===== src/rtl/cpu_call_stack.sv =====
// Return-address stack for the SM5xx core: configurable depth, shift/hold overflow
// policy, occupancy flags and a save-state port for entry and count access.
module cpu_call_stack #(
   parameter  int ADDR_WIDTH    = 12,
   parameter  int DEPTH         = 2,
   parameter  int OVERFLOW_MODE = 0,
   localparam int CW            = $clog2(DEPTH + 1),
   localparam int IW            = (DEPTH > 1) ? $clog2(DEPTH) : 1
) (
   input  logic                  clk,
   input  logic                  reset_n,
   input  logic                  clear,
   input  logic                  push,
   input  logic [ADDR_WIDTH-1:0] push_addr,
   input  logic                  pop,
   output logic [ADDR_WIDTH-1:0] top,
   output logic [CW-1:0]         count,
   output logic                  empty,
   output logic                  full,
   output logic                  overflow,
   output logic                  underflow,
   input  logic [IW-1:0]         ss_index,
   output logic [ADDR_WIDTH-1:0] ss_rd_data,
   input  logic                  ss_wr,
   input  logic [ADDR_WIDTH-1:0] ss_wr_data,
   input  logic                  ss_count_wr,
   input  logic [CW-1:0]         ss_count_data
);

   localparam logic [CW-1:0] DEPTH_C = CW'(DEPTH);

   logic [ADDR_WIDTH-1:0] entry_q [DEPTH];
   logic [ADDR_WIDTH-1:0] entry_d [DEPTH];
   logic [CW-1:0]         count_q;
   logic [CW-1:0]         count_d;
   logic                  overflow_d;
   logic                  underflow_d;
   logic                  is_empty;
   logic                  is_full;

   assign is_empty = (count_q == '0);
   assign is_full  = (count_q == DEPTH_C);
   assign top      = entry_q[0];
   assign count    = count_q;
   assign empty    = is_empty;
   assign full     = is_full;

   // Indices at or beyond DEPTH read as zero (only reachable for non power-of-two depths).
   always_comb begin
      ss_rd_data = '0;
      for (int i = 0; i < DEPTH; i++) begin
         if (ss_index == IW'(i)) begin
            ss_rd_data = entry_q[i];
         end
      end
   end

   always_comb begin
      entry_d     = entry_q;
      count_d     = count_q;
      overflow_d  = 1'b0;
      underflow_d = 1'b0;
      if (clear) begin
         count_d = '0;
      end else if (push && pop) begin
         entry_d[0] = push_addr;
      end else if (push) begin
         if (is_full) begin
            overflow_d = 1'b1;
         end
         if (!is_full || (OVERFLOW_MODE == 0)) begin
            for (int i = 1; i < DEPTH; i++) begin
               entry_d[i] = entry_q[i-1];
            end
            entry_d[0] = push_addr;
         end
         if (!is_full) begin
            count_d = count_q + CW'(1);
         end
      end else if (pop) begin
         // Deepest entry keeps its value, so it duplicates upward as the stack drains.
         for (int i = 0; i < DEPTH - 1; i++) begin
            entry_d[i] = entry_q[i+1];
         end
         if (is_empty) begin
            underflow_d = 1'b1;
         end else begin
            count_d = count_q - CW'(1);
         end
      end else begin
         if (ss_wr) begin
            for (int i = 0; i < DEPTH; i++) begin
               if (ss_index == IW'(i)) begin
                  entry_d[i] = ss_wr_data;
               end
            end
         end
         if (ss_count_wr) begin
            count_d = (ss_count_data > DEPTH_C) ? DEPTH_C : ss_count_data;
         end
      end
   end

   always_ff @(posedge clk or negedge reset_n) begin
      if (!reset_n) begin
         for (int i = 0; i < DEPTH; i++) begin
            entry_q[i] <= '0;
         end
         count_q   <= '0;
         overflow  <= 1'b0;
         underflow <= 1'b0;
      end else begin
         for (int i = 0; i < DEPTH; i++) begin
            entry_q[i] <= entry_d[i];
         end
         count_q   <= count_d;
         overflow  <= overflow_d;
         underflow <= underflow_d;
      end
   end

endmodule

===== config.mk =====
export PLATFORM = sky130hd
export DESIGN_NAME = cpu_call_stack
export DESIGN_NICKNAME = d
export VERILOG_FILES = /design/src/rtl/cpu_call_stack.sv
export SDC_FILE = /design/constraint.sdc
export NUM_CORES = 1
export LEC_CHECK = 0
export CAP_MARGIN = 20
export CORE_ASPECT_RATIO = 1.4
export CORE_MARGIN = 8
export CORE_UTILIZATION = 60
export CTS_BUF_LIST = sky130_fd_sc_hd__clkbuf_16
export DETAILED_ROUTE_END_ITERATION = 16
export DONT_BUFFER_PORTS = 1
export PLACE_DENSITY = 0.76
export REMOVE_ABC_BUFFERS = 1
export SETUP_SLACK_MARGIN = 0.4
export SYNTH_ARGS = -nofsm -noshare
export SYNTH_HDL_FRONTEND = slang
export SYNTH_SLANG_ARGS = --single-unit
export TNS_END_PERCENT = 30

===== constraint.sdc =====
create_clock -name clk -period 1.7 [get_ports clk]
set_input_delay 0.17 -clock clk [delete_from_list [all_inputs] [get_ports clk]]
set_output_delay 0.17 -clock clk [all_outputs]
set_load 0.02 [all_outputs]

### After elaboration in Yosys (flattened, before gate mapping)

Index checks and enable logic that the tools add are counted.

* bits in registers: 28
* input bits: 34
* output and inout bits: 30
* word-level logic and storage cells: 50

* multiplexer cells: 25
* bitwise operators: 2
* order comparisons: 1
* reductions and logical operators: 9
* add/subtract/negate cells: 2
* eq/ne operators: 6

Operators by type and width (count)
* $mux W12: 6
* $mux W24: 2
* $mux W2: 8
* $mux W1: 9
* $reduce_bool A4 Y1: 2
* $reduce_and A5 Y1: 1
* $ne A2 B2 Y1 const B: 2
* $ne A4 B3 Y1 const B: 1
* $ne A4 B4 Y1 const B: 1
* $reduce_and A4 Y1: 1
* $reduce_bool A2 Y1: 2
* $ne A3 B3 Y1 const B: 1
* $reduce_and A3 Y1: 1
* $add A2 B1 Y2 const B: 1
* $eq A2 B2 Y1 const B: 1
* $gt A2 B2 Y1 const B: 1
* $logic_not A2 Y1: 1
* $not A1 Y1: 2
* $sub A2 B1 Y2 const B: 1
* $logic_and A1 B1 Y1: 1

### Longest topological paths before layout

* depth in word-level cells: 7
* depth in mapped cells: 6
* gate-level depth less buffers: 6

### Least setup slack after synthesis

OpenSTA, ideal clock, no wires.

* path kind: register to register
* from: register count_q[0] (netlist: count[0])
* to: register count_q[0] (netlist: count[0])
* buffers on the path: 0
* data required time: 1.567 ns
* arrival time: 1.526 ns
* period minus slack after synthesis: 1.660 ns
* cell stages (with the launch flop): 7
* setup time: 0.133 ns
* slack: 0.040 ns
* cells stage by stage: dfrtp_1 -> inv_1 -> ha_1 -> nand2b_1 -> a21o_1 -> a221oi_1 -> a311oi_1

* elaborated cells between the ends (all ways): 13
* those cells by class: 2 x add/sub; 3 x eq/ne; 6 x mux; 2 x reduce/logical

RTL lines
* start, declared: RTL line 34 `logic [CW-1:0] count_q;`
* start signal, assigned: RTL line 116 `count_q <= count_d;`
* $logic_not A2 Y1: RTL line 41 `assign is_empty = (count_q == '0);`
* named net empty: RTL line 18 `output logic empty,`
* $ne A4 B4 Y1 (no line)
* $reduce_and A4 Y1 (no line)

The timed path passes the listed nets, and every way through them passes these cells. The select of a mux whose other input is x is not followed.
A chain may end at the register's enable or synchronous reset.

### Final worst setup path

* from: register count_q[0] (netlist: count[0])
* to: register count_q[0] (netlist: count[0])

* word-level cells in the longest chain between the ends: 6
* elaborated cells between the ends (all ways): 13
* those cells by class: 2 x add/sub; 3 x eq/ne; 6 x mux; 2 x reduce/logical

RTL lines
* $sub A2 B1 Y2: RTL line 88 `count_d = count_q - CW'(1);`
* $mux W2: RTL line 85 `if (is_empty) begin`
* $mux W2: RTL line 80 `end else if (pop) begin`
* $mux W2: RTL line 67 `end else if (push) begin`
* $mux W2: RTL line 65 `end else if (push && pop) begin`
* $mux W2: RTL line 63 `if (clear) begin`

Several ways; a longest one is shown, not always the timed one. The select of a mux whose other input is x is not followed.

==> flow_summary.ini <==
[synthesis]
synthAdderAreaFrac_pct = 1.36
synth_flop_cell = dfrtp_1
synth_common_cells = dfrtp_1, nor2_1, mux2i_1
synthArstFlopShare_pct = 100
yosysUniqueCellTypes = 29
synth.area.mux_share_pct = 20.4
syn_area_mm2 = 0.00184
synth.avg_cell_area_um2 = 9.96
synth_warnings = 0
synth_top_family_by_area = multiplexers
synth_cells = 185
synthSimpleGateAreaFrac_pct = 12.0
seq_area_frac_synth_pct = 38.0
synth_edf_count = 0
ys_seq_elements = 28
synthXorXnorAreaFrac_pct = 0
yosys.area.top_type_share_pct = 38.0
synth_largest_area_cell = dfrtp_1
synth_compound_area_share_pct = 17.8
synth.area.top_cells = dfrtp_1, mux2i_1, mux2_2, buf_4, nor2_1
yosysMostFrequentCell = dfrtp_1

[placed_design]
numPortBuffers = 0
pre_cts_ws_ns = 0.0916
dp_hpwl_um = 3070
placed_area_mm2 = 0.00174
place_congestion = 0.773
dp_cells = 205

[floorplanning]
ios = 64
die_height_um = 81.6
start_util_pct = 60.8
die_w_um = 62.8
num_rows = 24
coreArea_mm2 = 0.00303
dieArea_mm2 = 0.00513

[worst_setup_path]
worstRegToRegCells = 6
crit_path_end_kind = flop
required_ns = 1.83
regToRegStartpoint = count[0]
start_kind = flop
worstPathArrival_ns = 1.64
rr_endpoint = count[0]
path_class = reg -> reg
rrSetupSlack_ns = 0.19
path_max_fanout = 4

[cts]
h-tree-depth = 1
cts_max_path_buffers = 2
clk_latency_ns = 0.26
cts_sinks = 28
cts_buffers = 3
cts-root-buf = clkbuf_16
clk_pin_slew_ns = 0.07
cts_tree = built

[drt]
via_count = 1324
firstDrtPassIters = 4
antenna_left = 0
via_per_inst = 6.07
drt_iter0_markers = 52
remaining_drc_errors = 0
wl_per_cell_um = 20.5
routed_wl_um = 4460

[grt]
grt_pass1_vias = 1394
antenna_found_initial = 0
track_usage_pct = 16.7
grt_pass1_wl_um = 7020
grt_max_degree = 45
gr-total-overflow = 0

[sta]
final-hold-violation-count = 0
finalWorstSetupSlack_ns = 0.190
holdWs_ns = 0.0430
rsz0062_at_grt = yes
slew_headroom_pct = 79.4
setup_violations = 0
setup_tns_ns = 0
worstMarginPinSlew_ns = 0.309
slew_violations = 0
skew_ns = 0.00123
fmax_mhz = 662
period_share_pct = 88.8
layout_min_cycle_time_ns = 1.51

[finish]
antennaDiodeCount = 0
multi_input_comb_area_mm2 = 0.00100
fin_nets = 216
final_cells = 218
finalInstanceArea_mm2 = 0.00197
final_util_pct = 64.9
fillers = 236
drive_gt1_share_pct = 32.4
area_delta_synth_final_pct = 6.79
seq_area_um2 = 701

[power_and_ir_drop]
p_total_mw = 2.05
p_leak_nw = 0.852
irDropWorstVdd_mv = 0.615
power_density_mw_per_mm2 = 1040

[min_path]
min_to = overflow
worstHoldPathCells = 2
holdCritStartpoint = push
hold_path_class = in -> reg

[flow_run]
drv_cap = 0

[status]
status = finished, final reports clean
==> metal layers <==
layer / vias to the layer above / GRT usage (%) / share of wire (%)
li1: 627 / - / -
met1: 642 / 16.7 / 36
met2: 47 / 32.0 / 55
met3: 8 / 5.46 / 7.1
met4: 0 / 5.95 / 1.7
met5: - / 0 / 0
==> cells by family after synthesis <==
kind of cell | count (synthesis)
flops | 28
fa+ha+maj | 2
compound gates | 44
buf+inv | 26
simple gates | 49
mux | 36
==> sequential cells by signal, summed over array words and instances (netlist names) <==
signal	count
entry_q	12
top	12
count	2
overflow	1
underflow	1
==> layout by cell type (no fill, tap or decap), types with 2 or more instances in the layout <==
cell type	instances
a21oi_2	9
nand2b_1	2
mux2i_1	24
nor2_2	2
dfrtp_1	28
o21ai_1	2
mux2_2	12
nand2_1	13
buf_4	9
dlygate4sd3_1	4
o21ai_2	7
a311oi_2	2
o21ai_0	3
a21o_4	2
nor2_1	25
inv_2	2
a221oi_2	2
a21oi_1	16
clkbuf_16	3
==> worst max path at each step <==
stage,slack [ns],to,cells past startpoint,startpoint
finish,0.19,count[0],6,count[0]
global route,0.13,count[0],6,count[1]
CTS,0.23,count[0],6,count[0]
detailed placement,0.09,count[0],6,count[1]
global placement,0.31,count[0],6,count[1]
floorplan,0.04,count[0],6,count[0]
==> cell type report <==
class                      count  share of cell area [%]
clock inverter                 1                   0.191
timing repair buffer          14                    6.48
multi-input combinational    131                    51.0
clock buffer                   3                    3.81
tap                           39                    2.48
inverter                       2                   0.381
sequential                    28                    35.6
==> worst max-delay path, stage by stage, from the launching register on <==
cell and delay, ns:
dfrtp_1 0.38, inv_2 0.08, ha_4 0.16, nand2b_4 0.13, a21o_4 0.23, a221oi_2 0.32
a311oi_2 0.07
==> timing repair <==
action / 4_1_cts / 5_1_grt
hold buffers: 5 / 0
buffers inserted: 3 / 1
resized for setup: 7 / 5
pin swaps: 4 / 3
setup endpoints to repair: 3 / 13
endpoints found under the hold margin: 32 / 0
==> report_power, final <==
part           switching, mW  internal (mW)
clock network          0.219          0.315
registers              0.159          0.774
logic                  0.323          0.259
total                  0.702           1.35
No activity file was read; power rests on OpenSTA's default activity.
